File: config.mk
export PLATFORM = sky130hd
export DESIGN_NAME = rx_comma_align
export DESIGN_NICKNAME = d
export VERILOG_FILES = /design/src/rtl/rx_comma_align.sv
export SDC_FILE = /design/constraint.sdc
export NUM_CORES = 1
export LEC_CHECK = 0
export BUFFER_PORTS_ARGS = -buffer_cell sky130_fd_sc_hd__buf_2
export CAP_MARGIN = 20
export CORE_MARGIN = 1.5
export CORE_UTILIZATION = 40
export DETAILED_ROUTE_END_ITERATION = 6
export PLACE_DENSITY = 0.66
export SYNTH_ARGS = -nofsm -noshare
export SYNTH_HDL_FRONTEND = slang
export SYNTH_SLANG_ARGS = --single-unit
export TNS_END_PERCENT = 10
File: constraint.sdc
create_clock -name CLK -period 4.6 [get_ports CLK]
set_clock_uncertainty 0.2 [all_clocks]
set_input_delay 0.46 -clock CLK [delete_from_list [all_inputs] [get_ports CLK]]
set_output_delay 0.46 -clock CLK [all_outputs]
set_load 0.02 [all_outputs]
File: src/rtl/rx_comma_align.sv
// Serial 10b receiver front end: finds K28.5 commas in the bit stream, frames
// 10b symbols on the aligned boundary and tracks sync with a three-state FSM.
module rx_comma_align #(
  parameter int COMMAS_TO_SYNC = 3,
  parameter int ERRS_TO_LOSS   = 4
) (
  input  logic       CLK,
  input  logic       reset,
  input  logic       ENB,
  input  logic       in_serial,
  output logic [9:0] out_paralelo,
  output logic       valid,
  output logic       comma_det,
  output logic       sync
);

  localparam logic [1:0] ST_LOSS_OF_SYNC = 2'd0;
  localparam logic [1:0] ST_COMMA_DET    = 2'd1;
  localparam logic [1:0] ST_SYNC         = 2'd2;

  localparam int CCW = (COMMAS_TO_SYNC < 2) ? 1 : $clog2(COMMAS_TO_SYNC + 1);
  localparam int ECW = (ERRS_TO_LOSS < 2) ? 1 : $clog2(ERRS_TO_LOSS + 1);
  localparam logic [CCW-1:0] COMMA_TGT = CCW'(COMMAS_TO_SYNC);
  localparam logic [ECW-1:0] ERR_TGT   = ECW'(ERRS_TO_LOSS);

  localparam logic [9:0] K28_5_RDN = 10'b0011111010;
  localparam logic [9:0] K28_5_RDP = 10'b1100000101;

  // Only the nine most recent bits are kept; the oldest bit of the window
  // would never be read again once the new bit is shifted in.
  logic [8:0]     sr;
  logic [9:0]     sr_n;
  logic [3:0]     bit_cnt;
  logic [CCW-1:0] comma_cnt;
  logic [ECW-1:0] err_cnt;
  logic [1:0]     state;

  logic           is_comma;
  logic           invalid;
  logic           boundary;
  logic [3:0]     ones;
  logic [CCW-1:0] comma_inc;
  logic [ECW-1:0] err_inc;

  function automatic logic [3:0] count_ones(input logic [9:0] v);
    logic [3:0] n;
    n = '0;
    for (int i = 0; i < 10; i++) n = n + {3'b000, v[i]};
    return n;
  endfunction

  assign sr_n      = {sr, in_serial};
  assign is_comma  = (sr_n == K28_5_RDN) || (sr_n == K28_5_RDP);
  assign ones      = count_ones(sr_n);
  assign invalid   = (ones < 4'd4) || (ones > 4'd6);
  assign boundary  = (bit_cnt == 4'd9);
  assign comma_inc = comma_cnt + 1'b1;
  assign err_inc   = err_cnt + 1'b1;
  assign sync      = (state == ST_SYNC);

  // NOTE: all state is updated with non-blocking assignments so every branch
  // reads the pre-edge values of bit_cnt, counters and state.
  always_ff @(posedge CLK or negedge reset) begin
    if (!reset) begin
      sr           <= '0;
      bit_cnt      <= '0;
      comma_cnt    <= '0;
      err_cnt      <= '0;
      state        <= ST_LOSS_OF_SYNC;
      out_paralelo <= '0;
      valid        <= 1'b0;
      comma_det    <= 1'b0;
    end else begin
      valid     <= 1'b0;
      comma_det <= 1'b0;
      if (ENB) begin
        sr      <= sr_n[8:0];
        bit_cnt <= boundary ? 4'd0 : bit_cnt + 4'd1;
        case (state)
          ST_LOSS_OF_SYNC: begin
            // A comma anywhere realigns the symbol counter to this bit.
            if (is_comma) begin
              bit_cnt      <= 4'd0;
              out_paralelo <= sr_n;
              valid        <= 1'b1;
              comma_det    <= 1'b1;
              comma_cnt    <= CCW'(1);
              state        <= (COMMAS_TO_SYNC == 1) ? ST_SYNC : ST_COMMA_DET;
            end
          end
          ST_COMMA_DET: begin
            if (boundary) begin
              out_paralelo <= sr_n;
              valid        <= 1'b1;
              comma_det    <= is_comma;
              if (is_comma) begin
                comma_cnt <= comma_inc;
                if (comma_inc == COMMA_TGT) state <= ST_SYNC;
              end else if (invalid) begin
                comma_cnt <= '0;
                state     <= ST_LOSS_OF_SYNC;
              end
            end
          end
          ST_SYNC: begin
            if (boundary) begin
              out_paralelo <= sr_n;
              valid        <= 1'b1;
              comma_det    <= is_comma;
              if (!invalid) begin
                err_cnt <= '0;
              end else if (err_inc == ERR_TGT) begin
                err_cnt   <= '0;
                comma_cnt <= '0;
                state     <= ST_LOSS_OF_SYNC;
              end else begin
                err_cnt <= err_inc;
              end
            end
          end
          default: state <= ST_LOSS_OF_SYNC;
        endcase
      end
    end
  end

endmodule

==> insert_results.sql <==
INSERT INTO impl_metrics (metric_group, metric, value, unit) VALUES
('outcome', 'status', 'complete, no violations', ''),
('timing', 'post-route-min-period', '4200', 'ps'),
('yosys', 'post_synth_num_cell_types', '36', ''),
('cells_and_area', 'final_nets', '204', ''),
('routing', 'wl_per_cell', '12.6', 'um'),
('timing', 'max_slew_margin', '0.533', ''),
('routing', 'via_count', '1212', ''),
('routing', 'remaining_drc_errors', '0', ''),
('timing', 'tightest_slew', '701', 'ps'),
('grt', 'globalRouteOverflowTotal', '0', ''),
('clocking', 'tritoncts.num_buffers', '5', ''),
('cells_and_area', 'final.fill_count', '432', ''),
('yosys', 'yosysWarnings', '0', ''),
('worst_setup_path', 'crit_path_max_fanout', '6', ''),
('placement', 'post-place-cells', '228', ''),
('worst_setup_path', 'worstPathArrival', '4160', 'ps'),
('job', 'number_of_max_cap_violations', '0', ''),
('timing', 'rsz0062_at_grt', 'false', ''),
('routing', 'ant_nets', '0', ''),
('cells_and_area', 'flow.area_growth_from_synthesis', '13.5', '%'),
('worst_setup_path', 'critical_path.reg2reg.endpoint', 'comma_cnt[0]$_DFFE_PN0P_', ''),
('die', 'die_y_extent', '69.8', 'um'),
('timing', 'drv_slew', '0', ''),
('clocking', 'postCtsResizedCells', '0', ''),
('worst_setup_path', 'critical-path-top-cell-by-count', 'sky130_fd_sc_hd__fa_1', ''),
('worst_setup_path', 'worstPathBufferInverterCount', '2', ''),
('clocking', 'clk_latency', '280', 'ps'),
('min_path', 'min-delay-path-class', 'input port to asynchronous set/reset pin', ''),
('worst_setup_path', 'crit_chain', 'fa_1 > inv_1 > fa_1 > fa_1 > inv_1 > ha_1 > fa_1 > a22oi_1 > a21oi_1 > o22ai_1 > or2_1 > mux2_2', ''),
('timing', 'totalNegativeSetupSlack', '0', 'ps'),
('die', 'die_w', '69.8', 'um'),
('worst_setup_path', 'critical_path.startpoint_type', 'flop', ''),
('clocking', 'cts.sink_count', '32', ''),
('yosys', 'synth.net_count', '184', ''),
('grt', 'global_route_wire_length_before_repair', '5.63', 'mm'),
('timing', 'setup-violations-final', '0', ''),
('worst_setup_path', 'max_stage_delay', '550', 'ps'),
('clocking', 'cts_tree', 'yes', ''),
('cells_and_area', 'layout.cells.non_filler', '236', ''),
('placement', 'detailedPlacementHpwl', '2.16', 'mm'),
('die', 'core_area', '4320', 'um2'),
('routing', 'drtPass1Iterations', '4', ''),
('placement', 'post-place-ws', '254', 'ps'),
('routing', 'initialDrtViolationCount', '53', ''),
('power', 'powerDensity', '582', 'nW/um2'),
('worst_setup_path', 'crit_type', 'flop to flop', ''),
('timing', 'final_count_of_hold_timing_violations', '0', ''),
('routing', 'via_per_inst', '5.14', ''),
('cells_and_area', 'proportion_of_layout_cells_with_a_drive_suffix_above_1', '0.239', ''),
('worst_setup_path', 'setup.worst_path.end_class', 'flop', ''),
('clocking', 'cts_hold_repair.buffers', '0', ''),
('clocking', 'htreeDepth', '2', ''),
('grt', 'maximum_number_of_pins_on_one_net_before_global_route_repair', '33', ''),
('die', 'die_area', '4880', 'um2'),
('clocking', 'post_cts_clock_slew_at_the_launch_and_capture_registers_of_the_worst_setup_and_hold_paths', '70', 'ps'),
('die', 'placement_rows', '24', ''),
('power', 'p_leak', '0.000988', 'uW'),
('worst_setup_path', 'r2r_cells', '12', ''),
('timing', 'final.hold.worst_slack', '24.1', 'ps'),
('timing', 'fin_crit_sh', '0.912', ''),
('yosys', 'synth_sequential_area_ratio', '0.448', ''),
('placement', 'gp_congestion', '0.751', ''),
('worst_setup_path', 'critical_path_required', '4560', 'ps'),
('yosys', 'syn_area', '1790', 'um2'),
('placement', 'port_buffers', '16', ''),
('clocking', 'cts-root-to-sink-buffers', '2', ''),
('timing', 'fmax', '0.238', 'GHz'),
('timing', 'timing.final.ws_setup', '403', 'ps'),
('cells_and_area', 'most_common_cell_after_layout_fill_and_taps_aside', 'sky130_fd_sc_hd__dfrtp_1', ''),
('cells_and_area', 'mostFrequentLayoutCells', 'sky130_fd_sc_hd__dfrtp_1, sky130_fd_sc_hd__inv_1, sky130_fd_sc_hd__buf_2', ''),
('yosys', 'yosys_register_bits', '32', '');
==> where the power goes <==
group          switching, uW  internal [uW]
Sequential              60.1            360
Clock                   97.8            161
Combinational            281            223
==> Yosys cell counts (all sizes together) (2+ instances only) <==
master,instances,area share
a21oi,7,0.020
a22o,2,0.0098
a22oi,2,0.0084
and2,2,0.0070
and4bb,2,0.014
clkbuf,3,0.0063
dfrtp,32,0.45
fa,6,0.067
ha,11,0.077
inv,22,0.046
mux2,15,0.095
mux2i,2,0.011
nand2,12,0.025
nand2b,2,0.0070
nand3,2,0.0056
nand4,3,0.011
nor2,5,0.012
nor2b,2,0.0070
nor3,2,0.012
nor3b,2,0.0084
o21ai,11,0.033
o22ai,4,0.014
o31ai,2,0.0084
==> kinds of logic (layout without fill, tap and decap cells) <==
logic type	count (synthesis)	in the layout	share of synthesized area
AOI/OAI and AO/OA	34	34	0.121
DFF	32	32	0.448
and+or+nand+nor	37	37	0.123
buffers and inverters	25	46	0.0525
xor gates and xnor gates	1	1	0.00490
muxes	17	17	0.106
adders and majority gates	17	17	0.144
==> layer usage <==
layer  vias to the layer above  global-route usage  share of wire
met5                         -                   0              0
met4                         0              0.0449          0.011
met3                         4              0.0451          0.039
met2                        17               0.231           0.46
met1                       581               0.191           0.49
li1                        610                   -              -
==> worst max-delay path by stage <==
stage / startpoint / to / slack [ps] / cells after the start
floorplan: in_serial / comma_cnt[0]$_DFFE_PN0P_ / 580 / 12
global placement: in_serial / comma_cnt[0]$_DFFE_PN0P_ / 310 / 13
detailed placement: in_serial / comma_cnt[0]$_DFFE_PN0P_ / 250 / 13
CTS: sr[4]$_DFFE_PN0P_ / comma_cnt[0]$_DFFE_PN0P_ / 410 / 12
global route: sr[0]$_DFFE_PN0P_ / comma_cnt[0]$_DFFE_PN0P_ / 130 / 12
finish: sr[4]$_DFFE_PN0P_ / comma_cnt[0]$_DFFE_PN0P_ / 400 / 12
==> final cells by class <==
type / instances / area (um2) / area share
multi-input combinational: 106 / 892 / 0.440
clock buffer: 6 / 72.6 / 0.0358
timing repair buffer: 16 / 80.1 / 0.0395
clock inverter: 2 / 35.0 / 0.0173
sequential: 32 / 801 / 0.395
inverter: 22 / 82.6 / 0.0407
tap: 52 / 65.1 / 0.0321
==> flip-flops by register name, summed over array words and instances, names as in the netlist <==
register / count
out_paralelo: 10
sr: 9
bit_cnt: 4
err_cnt: 3
comma_cnt: 2
state: 2
comma_det: 1
valid: 1
==> per-stage QoR <==
step                power, uW  utilization  cell area [um2]
floorplan                 809            -             1790
global placement          923        0.444             1920
detailed placement        930        0.444             1920
CTS                      1190        0.469             2030
global route             1300        0.469             2030
finish                   1180        0.469             2030
(Power assumes the default switching activity.)
